### config.mk
export PLATFORM = sky130hd
export DESIGN_NAME = circ_msg_fetcher
export DESIGN_NICKNAME = d
export VERILOG_FILES = /design/src/rtl/circ_msg_fetcher.sv
export SDC_FILE = /design/constraint.sdc
export NUM_CORES = 2
export LEC_CHECK = 0
export ABC_AREA = 1
export BUFFER_PORTS_ARGS = -buffer_cell sky130_fd_sc_hd__buf_2
export CORE_AREA = 4 4 377 379
export DETAILED_ROUTE_END_ITERATION = 8
export DIE_AREA = 0 0 381 383
export SYNTH_ARGS = -nofsm -noshare
export SYNTH_HDL_FRONTEND = slang
export SYNTH_SLANG_ARGS = --single-unit
### constraint.sdc
create_clock -name clk -period 3.35 [get_ports clk]
set_clock_uncertainty 0.05 [all_clocks]
set_input_delay 0.5025 -clock clk [delete_from_list [all_inputs] [get_ports clk]]
set_output_delay 0.5025 -clock clk [all_outputs]
set_load 0.01 [all_outputs]
### src/rtl/circ_msg_fetcher.sv
// circ_msg_fetcher: bursts circulant rows from banked RAMs through per-bank rotation to a stream, and writes returned rows back un-rotated
module circ_msg_fetcher #(
  parameter int NUM_BANKS     = 9,
  parameter int ADDR_WIDTH    = 3,
  parameter int MSG_WIDTH     = 6,
  parameter int LOG2CIRC_SIZE = 2
) (
  input  logic                                                  clk,
  input  logic                                                  rst_n,
  input  logic                                                  start,
  input  logic [ADDR_WIDTH-1:0]                                 base_addr,
  input  logic [ADDR_WIDTH:0]                                   burst_len,
  input  logic [NUM_BANKS*ADDR_WIDTH-1:0]                       addr_off_vec,
  input  logic [NUM_BANKS*LOG2CIRC_SIZE-1:0]                    shift_vec,
  input  logic                                                  vr_process,
  output logic                                                  busy,
  output logic                                                  done,
  output logic                                                  ram_rd_en,
  output logic [NUM_BANKS*ADDR_WIDTH-1:0]                       ram_rd_addr,
  input  logic [NUM_BANKS*(2**LOG2CIRC_SIZE)*MSG_WIDTH-1:0]     ram_rd_data,
  output logic                                                  m_valid,
  input  logic                                                  m_ready,
  output logic [NUM_BANKS*(2**LOG2CIRC_SIZE)*MSG_WIDTH-1:0]     m_data,
  output logic                                                  m_last,
  input  logic                                                  s_valid,
  output logic                                                  s_ready,
  input  logic [NUM_BANKS*(2**LOG2CIRC_SIZE)*MSG_WIDTH-1:0]     s_data,
  output logic                                                  ram_wr_en,
  output logic [NUM_BANKS*ADDR_WIDTH-1:0]                       ram_wr_addr,
  output logic [NUM_BANKS*(2**LOG2CIRC_SIZE)*MSG_WIDTH-1:0]     ram_wr_data
);
  localparam int DEPTH = 2 ** ADDR_WIDTH;
  localparam int CIRC  = 2 ** LOG2CIRC_SIZE;
  localparam int BUS   = CIRC * MSG_WIDTH;
  localparam int RW    = NUM_BANKS * BUS;
  localparam int AV    = NUM_BANKS * ADDR_WIDTH;
  localparam int SV    = NUM_BANKS * LOG2CIRC_SIZE;
  localparam int CW    = ADDR_WIDTH + 1;

  typedef enum logic [1:0] {IDLE, RUN, DRAIN, DONE} state_t;

  state_t                 state, state_nx;
  logic [ADDR_WIDTH-1:0]  base;
  logic [CW-1:0]          len, len_in, rd_cnt, wr_cnt, out_cnt;
  logic [AV-1:0]          off, rd_addr_all, wr_addr_all;
  logic [SV-1:0]          shift;
  logic                   vr, inflight, wptr, rptr, push, pop, acc;
  logic [1:0]             fifo_cnt;
  logic [RW-1:0]          mem [2];
  logic [RW-1:0]          rot_rd, rot_wr;

  // fwd: out lane j = in lane (j+s); otherwise (j-s); both mod CIRC via truncation
  function automatic logic [BUS-1:0] rot(input logic [BUS-1:0] w, input logic [LOG2CIRC_SIZE-1:0] s, input logic fwd);
    logic [LOG2CIRC_SIZE-1:0] k;
    rot = '0;
    for (int j = 0; j < CIRC; j++) begin
      k = fwd ? LOG2CIRC_SIZE'(j) + s : LOG2CIRC_SIZE'(j) - s;
      rot[j*MSG_WIDTH +: MSG_WIDTH] = w[k*MSG_WIDTH +: MSG_WIDTH];
    end
  endfunction

  always_comb begin
    rot_rd      = '0;
    rot_wr      = '0;
    rd_addr_all = '0;
    wr_addr_all = '0;
    for (int b = 0; b < NUM_BANKS; b++) begin
      rot_rd[b*BUS +: BUS]             = rot(ram_rd_data[b*BUS +: BUS], shift[b*LOG2CIRC_SIZE +: LOG2CIRC_SIZE], vr);
      rot_wr[b*BUS +: BUS]             = rot(s_data[b*BUS +: BUS], shift[b*LOG2CIRC_SIZE +: LOG2CIRC_SIZE], !vr);
      rd_addr_all[b*ADDR_WIDTH +: ADDR_WIDTH] = base + off[b*ADDR_WIDTH +: ADDR_WIDTH] + rd_cnt[ADDR_WIDTH-1:0];
      wr_addr_all[b*ADDR_WIDTH +: ADDR_WIDTH] = base + off[b*ADDR_WIDTH +: ADDR_WIDTH] + wr_cnt[ADDR_WIDTH-1:0];
    end
  end

  assign len_in      = burst_len > CW'(DEPTH) ? CW'(DEPTH) : burst_len;
  // reads in flight count against FIFO space so at most two rows are ever pending
  assign ram_rd_en   = state == RUN && rd_cnt < len && (3'(fifo_cnt) + 3'(inflight)) < 3'd2;
  assign ram_rd_addr = ram_rd_en ? rd_addr_all : '0;
  assign m_valid     = fifo_cnt != 2'd0;
  assign m_data      = mem[rptr];
  assign m_last      = m_valid && out_cnt == len - CW'(1);
  assign pop         = m_valid && m_ready;
  assign push        = inflight;
  assign s_ready     = (state == RUN || state == DRAIN) && wr_cnt < len;
  assign acc         = s_valid && s_ready;
  assign busy        = state != IDLE;
  assign done        = state == DONE;

  always_comb begin
    state_nx = state;
    case (state)
      IDLE:    state_nx = start ? (len_in == '0 ? DONE : RUN) : IDLE;
      RUN:     state_nx = rd_cnt == len ? DRAIN : RUN;
      DRAIN:   state_nx = (fifo_cnt == 2'd0 && !inflight && wr_cnt == len) ? DONE : DRAIN;
      default: state_nx = IDLE;
    endcase
  end

  always_ff @(posedge clk or negedge rst_n) begin
    if (!rst_n) begin
      state       <= IDLE;
      base        <= '0;
      len         <= '0;
      off         <= '0;
      shift       <= '0;
      vr          <= 1'b0;
      rd_cnt      <= '0;
      wr_cnt      <= '0;
      out_cnt     <= '0;
      inflight    <= 1'b0;
      wptr        <= 1'b0;
      rptr        <= 1'b0;
      fifo_cnt    <= '0;
      mem[0]      <= '0;
      mem[1]      <= '0;
      ram_wr_en   <= 1'b0;
      ram_wr_addr <= '0;
      ram_wr_data <= '0;
    end else begin
      state <= state_nx;
      if (state == IDLE && start) begin
        base    <= base_addr;
        len     <= len_in;
        off     <= addr_off_vec;
        shift   <= shift_vec;
        vr      <= vr_process;
        rd_cnt  <= '0;
        wr_cnt  <= '0;
        out_cnt <= '0;
      end
      if (ram_rd_en) rd_cnt <= rd_cnt + CW'(1);
      inflight <= ram_rd_en;
      if (push) begin
        mem[wptr] <= rot_rd;
        wptr      <= ~wptr;
      end
      if (pop) begin
        rptr    <= ~rptr;
        out_cnt <= out_cnt + CW'(1);
      end
      fifo_cnt  <= fifo_cnt + 2'(push) - 2'(pop);
      ram_wr_en <= acc;
      if (acc) begin
        ram_wr_addr <= wr_addr_all;
        ram_wr_data <= rot_wr;
        wr_cnt      <= wr_cnt + CW'(1);
      end
    end
  end
endmodule
# Word level (Yosys, flattened, before mapping)
# Cells that the tools add are included.
# word_totals
ff_bits	748
output_inout_bits	493
# classes
muxes	89
eq_ne	6
multipliers	72
shifts	72
add_sub_neg	97
bitwise_logic	4
magnitude_cmp	7
n_reduce_logical	20
# ops
cell	count
$shiftx A24 B6 Y6	72
$mux W216	4
$bwmux W432	1
$mul A2 B2 Y4 const B	72
$demux W216 S1	1
$mux W2	75
$add A3 B3 Y3	27
$add A2 B2 Y2 const A	18
$sub A1 B2 Y2 const A	18
$sub A2 B2 Y2 const A	18
$mux W27	1
$mux W4	5
$add A1 B2 Y2 const A	9
$add A4 B1 Y4 const B	3
$eq A4 B4 Y1	3
$logic_and A1 B1 Y1	10
$reduce_bool A2 Y1	5
$lt A4 B4 Y1	2
$pmux W2 S3	1
$eq A2 B2 Y1 const B	2
$ge A2 B2 Y1 const B	2
$gt A4 B4 Y1 const B	1
$logic_not A2 Y1	2
$logic_not A4 Y1	1
12 further kinds	14

# Depth between registers and ports, before layout
# logic_depth
depth_word	6
mapped_depth	13
ltp_nobuf	10

# Least setup slack after synthesis
# OpenSTA, ideal clock, no wires.
# synth_timing
kind	reg-to-output
start	register base[1]
end	output port ram_rd_addr[26]
arrival_ns	2.242
path_stages_with_launch	9
setup_slack_ns	0.556
t_required_ns	2.797
cell_sequence	dfrtp_1 > inv_1 > fa_1 > inv_1 > fa_1 > xor2_1 > nand3_1 > nand2_1 > nor2_1
# synth_via
elab_chain_cells	3
# synth_lines
item	line_no	text
from (decl)	43	logic [ADDR_WIDTH-1:0] base;
from (signal assigned)	122	base <= base_addr;
$add A3 B3 Y3 (2 in series)	70	rd_addr_all[b*ADDR_WIDTH +: ADDR_WIDTH] = base + off[b*ADDR_WIDTH +: ADDR_WIDTH] + rd_cnt[ADDR_WIDTH-1:0];
$mux W27	78	assign ram_rd_addr = ram_rd_en ? rd_addr_all : '0;
to (decl)	19	output logic [NUM_BANKS*ADDR_WIDTH-1:0] ram_rd_addr,
# No other way between the ends.

# Worst setup path after layout
# layout_timing
start	register base[0]
end	output port ram_rd_addr[8]
# Same word-level chain as after synthesis.

==> metrics <==
status=complete, but fails checks; violated checks=negative setup slack; Die Height=around 380 um; number of enable-type register cells in the synthesized netlist=0; CTS tree=done; drt drc=0; routing layer with the top usage in global route=met2; async set-or-reset flop fraction in the synthesized netlist=1.000; cells along the critical path=buf_6, buf_6, ha_4, fa_2, fa_2, xnor2_2, a21boi_2, nor2_1, buf_2; leakage power figure=30.95 nW; drt via density=4.927; final hold viol count=0; sequential cell area fraction in the yosys report=0.4300; buffer cell driving the clock tree root=clkbuf_16; unrepaired setup endpoints after global routing=yes; Initial Util=0.3135; die area=0.1459 mm2; largest net degree at the start of global routing=121; routing usage on met3=0.04256; total wire length=182.1 mm; RD Place Congestion=0.9617; Final setup violation count=8; cell row count=137; Crit-path slowest cell=fa_2; Port-buffer cells=982; slew at the pin closest to its max-slew limit=998.9 ps; Die Wd=381 um; global-route congestion overflow total=0; Post-layout nets=8,106; footprint of the multi-input gates=0.02198 mm2; number of antenna violations at the first check in global routing=43; nature of the critical path endpoint=output pin; fraction of final layout cells sized beyond drive strength 1=0.1783; top-level I/O count=983; Syn. warnings=0; Startpoint Class=flip-flop; post-detailed-route count of antenna-violating nets=0; later-pin clock latency in the skew report=690 ps; H-tree depth=3; maximum net fanout on the critical path=4; Distinct cells, synth=29; P per Cell Area=1178 mW/mm2; largest voltage drop on the vdd net=0.7725 mV; global-route wire length before repair=270.8 mm; arrival time at the worst endpoint=2890 ps; vias after detailed routing=46,600; cell count after synthesis=6,640; relative slew slack=0.3270; clock buffers created by TritonCTS=92; Fill cells=14,710; Max Transition Viols Final=0; crit-path max cell delay=around 450 ps; Synthesized Nets=slightly above 7,000; drt first-iter violations=roughly 3,600; cell area after synthesis=0.04353 mm2; Pre-antenna DRT Iters=9; setup slack of the critical path after layout=-88.39 ps; synthesized area divided by synthesized cell count=6.556 um2; final critical-path required period=3438 ps; final HPWL from detailed placement=133.2 mm; Critical Setup Path Class=reg -> out; Worst path top cell family by delay=adder cells; largest buffer count on any clock path=3; number of sinks driven by the clock tree=748; Synth Flop Type=dfrtp_1; Max-Cap Viols=0; placeable core area=0.1388 mm2; setup TNS=-408.5 ps; area growth from synthesis to layout=24.92%; average wire length per cell after detail routing=19.26 um; Seq. cell area=roughly 0.019 mm2; class of the tightest hold or removal check=in -> reg; highest attainable clock frequency=290.8 MHz; Worst Path Required=2800 ps; vias in the first global route=around 44,000; number of storage elements in the synthesis netlist=around 750; total global-route track usage=0.2395; power after layout=64.08 mW; met1 routing resource usage after global routing=0.3084; crit share post-route=1.026; count of buffering cells on the critical path with inverters included=3; clock slew seen by the registers of the worst setup and hold paths=60 ps; GR met2 Demand/Resource=0.3942
## area by class of cell
cell class,instances,area share
Sequential cell,748,0.3443
Inverter,323,0.02294
Timing Repair Buffer,1191,0.1292
Clock buffer,131,0.04894
Tap cell,1807,0.04157
Antenna cell,40,0.001841
Multi-Input combinational cell,5188,0.4043
Clock inverter,30,0.006902
## state kept, by name, indices dropped and copies added (netlist names)
name / cells
state: 2
base: 3
off: 27
mem: 432
fifo_cnt: 2
shift: 18
inflight: 1
vr: 1
rd_cnt: 4
len: 4
ram_wr_en: 1
rptr: 1
wr_cnt: 4
ram_wr_data: 216
ram_wr_addr: 27
wptr: 1
out_cnt: 4
## per-stage QoR
step / hold WS (ps) / instance area (um2) / utilization / worst slack (ps) / std cells
2_1_floorplan: 156.9 / 43530 / - / 556.0 / 6640
3_3_place_gp: 408.3 / 50410 / 0.3631 / 313.8 / 9194
3_5_place_dp: 409.6 / 50410 / 0.3631 / 333.7 / 9194
4_1_cts: 14.54 / 54140 / 0.3899 / -220.7 / 9413
5_1_grt: 55.06 / 54360 / 0.3915 / -236.3 / 9450
6_report: 94.26 / 54380 / 0.3917 / -88.39 / 9458
## routing by layer
| metal | up-vias | wire length, um |
|---|---|---|
| met5 | - | 12 |
| met4 | 2 | 8104 |
| met3 | 364 | 12410 |
| met2 | 1805 | 85760 |
| met1 | 22090 | 75840 |
| li1 | 22340 | - |
## synthesized netlist by cell type, types with 2 or more instances
library cell,n,share of area
o22ai_1,4,0.00057
ha_1,45,0.013
or2_2,2,0.00029
fa_1,27,0.012
buf_4,14,0.0024
nand3_1,514,0.059
o21ai_1,27,0.0031
buf_1,17,0.0015
nor2_1,41,0.0035
clkbuf_1,139,0.012
buf_2,196,0.023
buf_6,15,0.0039
nand2_2,3,0.00043
clkinv_1,2,0.00017
a21boi_0,2,0.00034
dfrtp_1,748,0.43
a21oi_1,2,0.00023
inv_1,306,0.026
nand2_1,4034,0.35
nand4_1,2,0.00029
o21ai_0,450,0.052
inv_2,14,0.0012
xor2_1,18,0.0036
xnor2_1,13,0.0026
## path summary, 6_finish.rpt
| check | start | endpoint | slack (ps) | depth (start not counted) |
|---|---|---|---|---|
| max reg2reg | vr | ram_wr_data[116] | 910 | 8 |
| max in group asynchronous | rst_n | ram_wr_data[145] | 1820 | 4 |
| max | base[0] | ram_rd_addr[8] | -90 | 9 |
| min reg2reg | ram_wr_data[48] | ram_wr_data[48] | 420 | 2 |
| min in group asynchronous | rst_n | mem[324] | 330 | 2 |
| min | shift_vec[3] | shift[3] | 90 | 3 |
## cell usage in the layout (no fill, tap or decap), types with 17 or more instances in the layout
cell type,count
clkbuf_1,20
dfrtp_1,743
xor2_1,18
buf_4,123
inv_1,296
inv_2,19
buf_12,30
ha_1,36
nor2_1,31
clkbuf_8,17
clkbuf_16,94
nand3_1,514
nand2_1,4034
diode_2,40
buf_2,979
o21ai_1,29
dlygate4sd3_1,52
o21ai_0,448
## cell families after synthesis
group           count (synthesis)  share of synthesized area
compound gates                487                    0.05633
xor+xnor                       31                   0.006237
simple gates                 4598                     0.4119
flops                         748                     0.4300
buf+inv                       704                    0.07018
fa+ha+maj                      72                    0.02535
## power by group
group	internal, mW	switching [mW]	total (mW)
registers	13.5	2.66	16.2
clock network	6.05	4.19	10.2
logic	11.8	25.8	37.6
total	31.4	32.7	64.1
## worst reg2reg max path, delay by kind of cell, from the launching register on
family | cells | cell delay (ps)
buffers and inverters | 2 | 780
DFF | 1 | 480
and+or+nand+nor | 6 | 1080
## timing repair
| item | CTS | global route |
|---|---|---|
| resized for setup | 37 | 33 |
| endpoints found under the hold margin | 103 | 0 |
| cloned | 0 | 0 |
| hold buffers | 52 | 0 |
| endpoints found under the setup margin | 18 | 18 |
| pin swaps | 35 | 30 |
| setup buffers | 6 | 5 |
Power figures use the tool's default switching activity.
